File: src/rtl/cpu_pkg.sv
// Shared RV32I pipeline definitions: op classes, branch funct3 codes and the EX/MEM payload.
package cpu_pkg;

    localparam int unsigned XLEN = 32;
    localparam int unsigned OP_W = 3;
    localparam int unsigned F3_W = 3;
    localparam int unsigned RD_W = 5;

    localparam logic [OP_W-1:0] OP_ALU    = 3'd0;
    localparam logic [OP_W-1:0] OP_BRANCH = 3'd1;
    localparam logic [OP_W-1:0] OP_JAL    = 3'd2;
    localparam logic [OP_W-1:0] OP_JALR   = 3'd3;
    localparam logic [OP_W-1:0] OP_LOAD   = 3'd4;
    localparam logic [OP_W-1:0] OP_STORE  = 3'd5;

    localparam logic [F3_W-1:0] F3_BEQ  = 3'b000;
    localparam logic [F3_W-1:0] F3_BNE  = 3'b001;
    localparam logic [F3_W-1:0] F3_BLT  = 3'b100;
    localparam logic [F3_W-1:0] F3_BGE  = 3'b101;
    localparam logic [F3_W-1:0] F3_BLTU = 3'b110;
    localparam logic [F3_W-1:0] F3_BGEU = 3'b111;

    localparam int unsigned EXMEM_W = OP_W + F3_W + RD_W + XLEN + XLEN + 1;

    typedef struct packed {
        logic [OP_W-1:0] op;
        logic [F3_W-1:0] funct3;
        logic [RD_W-1:0] rd;
        logic [XLEN-1:0] result;
        logic [XLEN-1:0] store_data;
        logic            trap;
    } exmem_t;

endpackage

File: src/rtl/branch_cond.sv
// Conditional-branch decision from funct3 and the ALU comparison flags.
module branch_cond
    import cpu_pkg::*;
(
    input  logic [F3_W-1:0] funct3_i,
    input  logic            eq_i,
    input  logic            lu_i,
    input  logic            ls_i,
    output logic            taken_c,
    output logic            illegal_c
);

    always_comb begin
        taken_c   = 1'b0;
        illegal_c = 1'b0;
        case (funct3_i)
            F3_BEQ:  taken_c = eq_i;
            F3_BNE:  taken_c = !eq_i;
            F3_BLT:  taken_c = ls_i;
            F3_BGE:  taken_c = !ls_i;
            F3_BLTU: taken_c = lu_i;
            F3_BGEU: taken_c = !lu_i;
            default: illegal_c = 1'b1;
        endcase
    end

endmodule

File: src/rtl/branch_resolve_stage.sv
// EX/MEM stage: resolves branches/jumps, issues a one-cycle redirect, drops the wrong-path beat
// and holds surviving beats in a 2-entry elastic buffer.
module branch_resolve_stage
    import cpu_pkg::*;
#(
    parameter bit RESET_PC_LSB_CHECK = 1'b1
) (
    input  logic            clk,
    input  logic            rst_n,
    input  logic            in_valid,
    output logic            in_ready,
    input  logic [XLEN-1:0] in_pc,
    input  logic [XLEN-1:0] in_imm,
    input  logic [OP_W-1:0] in_op,
    input  logic [F3_W-1:0] in_funct3,
    input  logic [RD_W-1:0] in_rd,
    input  logic [XLEN-1:0] in_alu_s,
    input  logic            in_eq,
    input  logic            in_lu,
    input  logic            in_ls,
    input  logic [XLEN-1:0] in_store_data,
    output logic            out_valid,
    input  logic            out_ready,
    output logic [OP_W-1:0] out_op,
    output logic [F3_W-1:0] out_funct3,
    output logic [RD_W-1:0] out_rd,
    output logic [XLEN-1:0] out_result,
    output logic [XLEN-1:0] out_store_data,
    output logic            out_trap,
    output logic            redirect_valid,
    output logic [XLEN-1:0] redirect_pc
);

    exmem_t          main_q, main_d, skid_q, skid_d, beat_c;
    logic            main_valid_q, main_valid_d;
    logic            skid_valid_q, skid_valid_d;
    logic            kill_q, kill_d;
    logic            redir_valid_q, redir_valid_d;
    logic [XLEN-1:0] redir_pc_q, redir_pc_d;

    logic            cond_taken_c, cond_illegal_c;
    logic            is_branch_c, is_jal_c, is_jalr_c;
    logic [XLEN-1:0] target_c, pc_plus4_c;
    logic            taken_c, misalign_c;
    logic            accept_c, drain_c, write_c, redirect_c;

    branch_cond u_branch_cond (
        .funct3_i  (in_funct3),
        .eq_i      (in_eq),
        .lu_i      (in_lu),
        .ls_i      (in_ls),
        .taken_c   (cond_taken_c),
        .illegal_c (cond_illegal_c)
    );

    // Resolve the incoming beat and build its EX/MEM payload
    always_comb begin
        is_branch_c = (in_op == OP_BRANCH);
        is_jal_c    = (in_op == OP_JAL);
        is_jalr_c   = (in_op == OP_JALR);
        target_c    = is_jalr_c ? (in_alu_s & ~XLEN'(1)) : (in_pc + in_imm);
        pc_plus4_c  = in_pc + XLEN'(4);
        taken_c     = (is_branch_c && cond_taken_c) || is_jal_c || is_jalr_c;
        misalign_c  = RESET_PC_LSB_CHECK && taken_c && (target_c[1:0] != 2'b00);

        beat_c            = '0;
        beat_c.op         = in_op;
        beat_c.funct3     = in_funct3;
        beat_c.rd         = (is_branch_c || misalign_c) ? '0 : in_rd;
        beat_c.store_data = in_store_data;
        beat_c.trap       = (is_branch_c && cond_illegal_c) || misalign_c;
        if (is_jal_c || is_jalr_c) begin
            beat_c.result = pc_plus4_c;
        end else if (is_branch_c) begin
            beat_c.result = '0;
        end else begin
            beat_c.result = in_alu_s;
        end
    end

    assign accept_c   = in_valid && in_ready;
    assign drain_c    = main_valid_q && out_ready;
    assign write_c    = accept_c && !kill_q;
    assign redirect_c = write_c && taken_c && !misalign_c;

    // Next-state: kill flag, redirect pulse and FIFO-ordered main/skid buffer
    always_comb begin
        main_d        = main_q;
        main_valid_d  = main_valid_q;
        skid_d        = skid_q;
        skid_valid_d  = skid_valid_q;
        kill_d        = kill_q;
        redir_valid_d = redirect_c;
        redir_pc_d    = redirect_c ? target_c : redir_pc_q;

        if (accept_c && kill_q) begin
            kill_d = 1'b0;
        end else if (redirect_c) begin
            kill_d = 1'b1;
        end

        if (drain_c) begin
            if (skid_valid_q) begin
                main_d       = skid_q;
                skid_valid_d = 1'b0;
            end else if (write_c) begin
                main_d = beat_c;
            end else begin
                main_valid_d = 1'b0;
            end
        end else if (write_c) begin
            if (!main_valid_q) begin
                main_d       = beat_c;
                main_valid_d = 1'b1;
            end else begin
                skid_d       = beat_c;
                skid_valid_d = 1'b1;
            end
        end
    end

    always_ff @(posedge clk or negedge rst_n) begin
        if (!rst_n) begin
            main_q        <= '0;
            main_valid_q  <= 1'b0;
            skid_q        <= '0;
            skid_valid_q  <= 1'b0;
            kill_q        <= 1'b0;
            redir_valid_q <= 1'b0;
            redir_pc_q    <= '0;
        end else begin
            main_q        <= main_d;
            main_valid_q  <= main_valid_d;
            skid_q        <= skid_d;
            skid_valid_q  <= skid_valid_d;
            kill_q        <= kill_d;
            redir_valid_q <= redir_valid_d;
            redir_pc_q    <= redir_pc_d;
        end
    end

    assign in_ready       = !skid_valid_q;
    assign out_valid      = main_valid_q;
    assign out_op         = main_q.op;
    assign out_funct3     = main_q.funct3;
    assign out_rd         = main_q.rd;
    assign out_result     = main_q.result;
    assign out_store_data = main_q.store_data;
    assign out_trap       = main_q.trap;
    assign redirect_valid = redir_valid_q;
    assign redirect_pc    = redir_pc_q;

endmodule

File: config.mk
export PLATFORM = sky130hd
export DESIGN_NAME = branch_resolve_stage
export DESIGN_NICKNAME = d
export VERILOG_FILES = /design/src/rtl/cpu_pkg.sv /design/src/rtl/branch_cond.sv /design/src/rtl/branch_resolve_stage.sv
export SDC_FILE = /design/constraint.sdc
export NUM_CORES = 1
export LEC_CHECK = 0
export CAP_MARGIN = 20
export CORE_MARGIN = 2
export CORE_UTILIZATION = 54
export CTS_CLUSTER_SIZE = 20
export DETAILED_ROUTE_END_ITERATION = 12
export HOLD_SLACK_MARGIN = 0.15
export PLACE_DENSITY_LB_ADDON = 0.1
export SETUP_SLACK_MARGIN = 0.05
export SKIP_LAST_GASP = 1
export SLEW_MARGIN = 25
export SYNTH_ARGS = -nofsm -noshare
export SYNTH_HDL_FRONTEND = slang
export SYNTH_SLANG_ARGS = --single-unit
File: constraint.sdc
create_clock -name clk -period 3.25 [get_ports clk]
set_clock_uncertainty 0.05 [all_clocks]
set_input_delay 0.975 -clock clk [delete_from_list [all_inputs] [get_ports clk]]
set_output_delay 0.975 -clock clk [all_outputs]
set_load 0.02 [all_outputs]
==> out/summary.txt, run 1 <==
Critical Path RT: 3.57 ns
Worst min-delay path class: flip-flop to flip-flop
Mapped Cells: 1170
RSZ-0062 raised after global routing: true
Simple-gate area share of the yosys netlist: 17.8%
Mux contribution to synthesized area: 5.40%
Area share of fa/ha/maj cells after synthesis: 4.05%
Via Count: 10103
Tot Pwr: 11200 uW
Worst vdd ir: 378 uV
Synth Net Count: 1349
Top-area cell type share of the netlist area: 45.3%
Status: complete, no violations
R2R Path Start: skid_valid_q
Slew @ Worst Pin: 0.676 ns
Aggregate global-route resource usage: 31.1%
Clock sinks: 188
First-pass GRT wire length: 50000 um
Final wirelength: 31500 um
Sw frac: 37.7%
Xor/xnor cell area share of the yosys netlist: 3.96%
Largest family of logic cells by synthesized area: compound AO/OA/AOI/OAI gates
Die span in y: 143 um
Internal power: 6950 uW
Maxcap violations: 0
Dpl cells: 1742
Initial core utilization: 55.3%
Worst skew pair latency: 0.43 ns
Setup crit start: in_pc[2]
Fin crit period: 3.14 ns
Synth Flop Type: dfrtp_1
H-tree levels: 4
Pin count of the biggest net entering global routing: 81
Critical path arrival: 3.46 ns
Gr ovfl total: 0
Yosys reg bits: 188
Detailed-router iteration count before antenna repair: 5
Vias in the first global route: 9868
Count leader, synth: nand2_1
Placeable Area: 18800 um^2
Area delta synth->final: 43.8%
Seq pwr share: 37.0%
Post-DP Area: 14300 um^2
Ys Warns: 0
Fin. Hold Viols: 0
Initial antenna violation count: 0
Clock Power Share: 17.7%
DR vias/cell: 5.68
Mapped Area: 10400 um^2
Hold Buf Count CTS: 0
Post-synth top area cell: dfrtp_1
Cts bufs inserted: 17
Post-Layout Inst Area: 14900 um^2
DRT iter0 DRCs: 665
Setup Crit Path Kind: input pin to flip-flop
Ys async rst share: 100%
Clock Path Buffers: 2
Share of layout cells above drive strength 1: 17.5%
Final net count: 1712
Max Fclk: 318 MHz
Routed length per instance: 17.7 um
Post-synth EDFFs: 0
Row Count: 50
Non-Filler Instances: 1780
CTS tree: done
Io pins: 257
Crit end category: flip-flop
Worst Setup Start Kind: input pin
Register area: 4700 um^2
Area of the multi-input gates: 5420 um^2
P_sw: 4210 uW
Final ANT Viol Nets: 0
Port bufs: 256
Number of distinct library cells after synthesis: 65
Final worst path period share: 96.6%
Complex-gate fraction of the synthesized area: 19.8%
Power share of the combinational group: 45.3%
Syn_area_per_cell: 8.87 um^2
Clk root buf: clkbuf_16
Final Max Tran Viols: 0
Sequential area share after synthesis: 45.3%
Clk slew on worst S/H paths: 0.07 ns
Synth top cells by count: 207 x nand2_1, 188 x dfrtp_1, 109 x o21ai_0
Fill count: 1255
Relative slew slack: 54.9%
Final setup viols: 0
Worst Path Max Fanout: 4
DRC errors left: 0
N_diodes: 0
Leakage: 0.00662 uW
GP Congestion: 0.941
Min-delay src: out_result[29]
Width of the chip: 143 um
Die footprint: 20400 um^2
Largest cells by area after synthesis: dfrtp_1 45%, nand2_1 7.5%, o21ai_0 5.3%
Power per standard cell area: 747 nW/um^2
Detailed placer's ending HPWL: 24000 um
[repair_timing]
item	CTS	global route
setup buffers	5	1
gates resized for setup	17	15
endpoints found under the setup margin	21	14
gates cloned	0	0
pin swaps	10	11
[flip-flops by register name, indices dropped and copies added, names as in the netlist]
register,flops
out_trap,1
redirect_pc,32
out_op,3
out_store_data,32
out_rd,5
skid_q,76
out_result,32
out_valid,1
kill_q,1
skid_valid_q,1
redirect_valid,1
out_funct3,3
[metal layers]
layer | global-route usage, % | routed length (um) | vias up
li1 | - | - | 4857
met1 | 42.4 | 13600 | 4789
met2 | 52.0 | 15200 | 412
met3 | 4.39 | 2020 | 45
met4 | 9.22 | 655 | 0
met5 | 0 | 0 | -
[final timing paths]
| check | endpoint | slack (ns) | depth (start not counted) |
|---|---|---|---|
| max | redirect_pc[26] | 0.11 | 10 |
| min | out_result[29] | 0.43 | 1 |
| max reg2reg | redirect_pc[26] | 1.02 | 7 |
| min reg2reg | out_result[29] | 0.43 | 1 |
| max in group asynchronous | skid_q[31] | 1.83 | 2 |
| min in group asynchronous | out_store_data[2] | 0.54 | 1 |
[placed cells by master (no fill, tap or decap), types with 3 or more instances in the layout]
master | netlist | layout
a211oi_1 | 5 | 5
a21o_1 | 13 | 13
a21oi_1 | 83 | 78
a21oi_2 | 1 | 6
a22oi_1 | 32 | 32
a31oi_1 | 43 | 42
and2_1 | 7 | 7
and3_1 | 17 | 16
buf_12 | 0 | 8
buf_4 | 1 | 152
clkbuf_1 | 60 | 3
clkbuf_16 | 0 | 17
clkdlybuf4s50_1 | 0 | 249
clkinv_4 | 0 | 3
clkinvlp_4 | 0 | 3
dfrtp_1 | 188 | 188
ha_1 | 32 | 29
ha_4 | 0 | 3
inv_1 | 26 | 25
inv_6 | 0 | 3
mux2_2 | 44 | 44
mux2i_1 | 5 | 5
nand2_1 | 207 | 206
nand2b_1 | 5 | 5
nand3_1 | 21 | 20
nand3b_1 | 3 | 3
nand4_1 | 16 | 16
nor2_1 | 103 | 102
nor2b_1 | 7 | 6
nor3_1 | 13 | 13
o211ai_1 | 4 | 4
o21a_1 | 7 | 7
o21ai_0 | 109 | 106
o21ai_1 | 3 | 5
o21bai_1 | 6 | 5
o31a_1 | 4 | 4
o31ai_1 | 6 | 6
or3_1 | 4 | 4
xnor2_1 | 31 | 31
xor2_1 | 16 | 16
[cells by family after synthesis]
group                    count (synthesis)
XOR/XNOR                                47
flip-flops                             188
multiplexers                            50
buffers and inverters                   98
AND/OR/NAND/NOR                        417
adder cells (fa/ha/maj)                 33
AO/OA/AOI/OAI                          337
[stage by stage]
| stage | utilization, % | setup TNS, ns | hold WS [ns] | setup WS, ns |
|---|---|---|---|---|
| finish | 79.5 | 0 | 0.426 | 0.109 |
| global route | 79.5 | 0 | 0.450 | 0.0265 |
| CTS | 79.2 | 0 | 0.430 | 0.0552 |
| detailed placement | 75.9 | -16.44 | 0.416 | -0.684 |
| global placement | 75.9 | -13.38 | 0.406 | -0.578 |
| floorplan | - | 0 | 0.395 | 0.0636 |
[worst max-delay path, cell delays in order]
cell	delay (ns)
clkdlybuf4s50_1	0.48
ha_4	0.31
and2b_2	0.16
o21ai_2	0.07
o21a_1	0.21
o311ai_4	0.29
a41o_1	0.26
a21boi_2	0.08
or4_1	0.53
nand3_1	0.09
[power groups by stage]
stage / combinational, uW / clock [uW] / sequential, uW
4_1_cts: 5070 / 1990 / 4120
3_3_place_gp: 4900 / 0 / 4080
6_report: 5060 / 1970 / 4130
3_5_place_dp: 5030 / 0 / 4140
2_1_floorplan: 1950 / 0 / 4740
5_1_grt: 5480 / 2090 / 4230
[cell type report]
cell class / count / area share (%)
clock inverters: 12 / 0.771
well taps: 234 / 1.96
repair buffers: 416 / 25.9
inverters: 26 / 0.654
multi-input cells: 884 / 36.3
clock buffers: 20 / 2.93
flip-flops and latches: 188 / 31.5
No activity file was read; power rests on OpenSTA's default activity.
==> run 2, diff against run 1 <==
CORE_UTILIZATION = 50   (was 54)
PLACE_DENSITY = 0.78   (was default)
PLACE_DENSITY_LB_ADDON = default   (was 0.1)
clock period = 3.5 ns   (was 3.25 ns; I/O delays follow)
==> run 2 against run 1 <==
  * Die area rose by 7.8%
  * Critical path type unchanged
  * Largest cell class unchanged
  * Critical endpoint unchanged
  * Routed wire length rose by 2.9%
  * Setup slack got worse by 0.034 ns
==> out/summary.txt, run 2 (synthesis results as in run 1) <==
Final Max Tran Viols: 0 (unchanged)
Final ANT Viol Nets: 0 (unchanged)
Area delta synth->final: 41.1% (was 43.8%)
Critical path arrival: 3.74 ns (was 3.46 ns)
Fin. Hold Viols: 0 (unchanged)
CP Cell Sequence: clkdlybuf4s50_1 -> inv_1 -> fa_2 -> and2b_1 -> o21ai_2 -> o21a_1 -> o311ai_4 -> a41o_1 -> a21boi_2 -> or4_1 -> nand3_1 (was clkdlybuf4s50_1 -> ha_4 -> and2b_2 -> o21ai_2 -> o21a_1 -> o311ai_4 -> a41o_1 -> a21boi_2 -> or4_1 -> nand3_1)
Clock Path Buffers: 2 (unchanged)
R2r endpoint: redirect_pc[30] (was redirect_pc[26])
R2R Path Start: skid_valid_q (unchanged)
Vias in the first global route: 9774 (was 9868)
Clk slew on worst S/H paths: 0.07 ns (about the same)
DR vias/cell: 5.64 (was 5.68)
Pin count of the biggest net entering global routing: 96 (was 81)
Hold Path Depth: 1 (unchanged)
Register with the most flip-flops: skid_q (unchanged)
Placeable Area: 20300 um^2 (was 18800 um^2)
Slowest CP cell: or4_1 (unchanged)
Worst Setup Start Kind: input pin (unchanged)
GP Congestion: 0.975 (was 0.941)
Cts bufs inserted: 17 (unchanged)
Via Count: 9998 (was 10103)
Tot Pwr: 10400 uW (was 11200 uW)
Hold Crit Endpoint: out_result[14] (was out_result[29])
Final net count: 1670 (was 1712)
H-tree levels: 4 (unchanged)
Detailed-router iteration count before antenna repair: 5 (unchanged)
Width of the chip: 148 um (was 143 um)
Routed length per instance: 18.3 um (was 17.7 um)
DRT iter0 DRCs: 702 (was 665)
Hold Buf Count CTS: 0 (unchanged)
Power per standard cell area: 712 nW/um^2 (was 747 nW/um^2)
Min-delay src: out_result[14] (was out_result[29])
First-pass GRT wire length: 51300 um (was 50000 um)
Worst min-delay path class: flip-flop to flip-flop (unchanged)
Family with the most delay on the worst path: compound AO/OA/AOI/OAI gates (unchanged)
CTS tree: done (unchanged)
Clock sinks: 188 (unchanged)
Setup Crit Path Kind: input pin to flip-flop (unchanged)
Io pins: 257 (unchanged)
Slew @ Worst Pin: 0.782 ns (was 0.676 ns)
Maxcap violations: 0 (unchanged)
Most frequent cells in the layout: 252 x clkdlybuf4s50_1, 206 x nand2_1, 188 x dfrtp_1, 109 x buf_4, 107 x o21ai_0 (was 249 x clkdlybuf4s50_1, 206 x nand2_1, 188 x dfrtp_1, 152 x buf_4, 106 x o21ai_0)
Initial antenna violation count: 0 (unchanged)
Worst reg2reg setup slack: 1.28 ns (was 1.02 ns)
Aggregate global-route resource usage: 29.6% (was 31.1%)
Final worst path period share: 97.8%
Setup slack after layout: 0.0754 ns (was 0.109 ns)
RSZ-0062 raised after global routing: true (unchanged)
Relative slew slack: 47.9% (was 54.9%)
Worst Path Max Fanout: 3 (was 4)
Max incr delay on CP: 0.52 ns (was 0.53 ns)
Crit end category: flip-flop (unchanged)
Max Fclk: 292 MHz
Row Count: 52 (was 50)
Status: complete, no violations (unchanged)
Die span in y: 148 um (was 143 um)
FF-to-FF path depth: 7 (unchanged)
Worst path bufs/invs: 2 (was 1)
Commonest non-fill, non-tap cell in the layout: clkdlybuf4s50_1 (unchanged)
Die footprint: 21900 um^2 (was 20400 um^2)
DRC errors left: 0 (unchanged)
Port bufs: 256 (unchanged)
Critical Path RT: 3.82 ns (was 3.57 ns)
N_diodes: 0 (unchanged)
Leakage: 0.00643 uW (was 0.00662 uW)
Max reg flops: 76 (unchanged)
Fin crit period: 3.42 ns
Gr ovfl total: 0 (unchanged)
Pre-CTS setup slack: -0.579 ns (was -0.684 ns)
Share of layout cells above drive strength 1: 14.9% (was 17.5%)
Final setup viols: 0 (unchanged)
Worst vdd ir: 334 uV (was 378 uV)
Initial core utilization: 51.1% (was 55.3%)
Final wirelength: 32400 um (was 31500 um)
Clk root buf: clkbuf_16 (unchanged)
Worst skew pair latency: 0.43 ns (about the same)
Detailed placer's ending HPWL: 24700 um (was 24000 um)
[run 2: changes by cell type in the layout (fill, tap and decap cells not counted), sizes merged, moves of 3 or more]
| cell | previous run | this run |
|---|---|---|
| clkbuf | 21 | 18 |
| inv | 29 | 33 |
| clkdlybuf4s50 | 249 | 252 |
| buf | 162 | 118 |
[run 2: worst reg2reg max path, stage by stage, from the launching register on]
cell	delay (ns)
dfrtp_1	0.44
inv_1	0.10
nand2_1	0.09
or2_2	0.32
a2111o_1	0.39
inv_1	0.12
nand2_1	0.20
o311a_1	0.40
[run 2: repair_timing]
action / in CTS / in global routing
setup buffers: 2 / 1
cloned: 0 / 0
pin swaps: 9 / 4
setup endpoints to repair: 8 / 5
gates resized for setup: 10 / 3
[run 2: report_power, final]
part / total (uW) / leakage [uW] / internal [uW] / switching [uW]
sequential: 3810 / 0.00229 / 3200 / 610
combinational: 4720 / 0.00385 / 2230 / 2480
clock: 1910 / 0.000287 / 1010 / 899
total: 10400 / 0.00643 / 6440 / 3990
[run 2: final cells by class]
cell class | instances | area [um^2]
Clock buffer | 17 | 425
Clock inverter | 15 | 155
Fill cell | 1567 | 5650
Inverter | 26 | 97.6
Multi-Input combinational cell | 884 | 5370
Sequential cell | 188 | 4700
Tap cell | 270 | 338
Timing Repair Buffer | 374 | 3560
[run 2: layer usage]
layer	GRT usage (%)	vias to the layer above	wire, um	share of wire, %
met5	0	-	0	0
met4	9.48	0	747	2.3
met3	4.11	51	2290	7.1
met2	48.8	421	15500	48
met1	40.7	4756	13900	43
li1	-	4770	-	-
[run 2: through the flow]
step	instances	utilization (%)	area, um^2	TNS (ns)	hold slack, ns
detailed placement	1739	69.0	14000	-9.09	0.415
global route	1774	72.2	14600	0	0.452
floorplan	1170	-	10400	0	0.395
global placement	1739	69.0	14000	-7.23	0.407
finish	1774	72.2	14600	0	0.427
CTS	1773	72.1	14600	0	0.430
[run 2: worst max path at each step]
stage / startpoint / endpoint / slack (ns) / cells past startpoint
5_1_grt: in_imm[1] / redirect_pc[26] / 0.04 / 11
6_report: in_imm[1] / redirect_pc[26] / 0.08 / 11
2_1_floorplan: in_pc[0] / redirect_pc[24] / 0.13 / 11
4_1_cts: in_imm[1] / redirect_pc[26] / 0.08 / 11
3_3_place_gp: in_pc[0] / redirect_pc[24] / -0.50 / 12
3_5_place_dp: in_pc[0] / redirect_pc[24] / -0.58 / 12
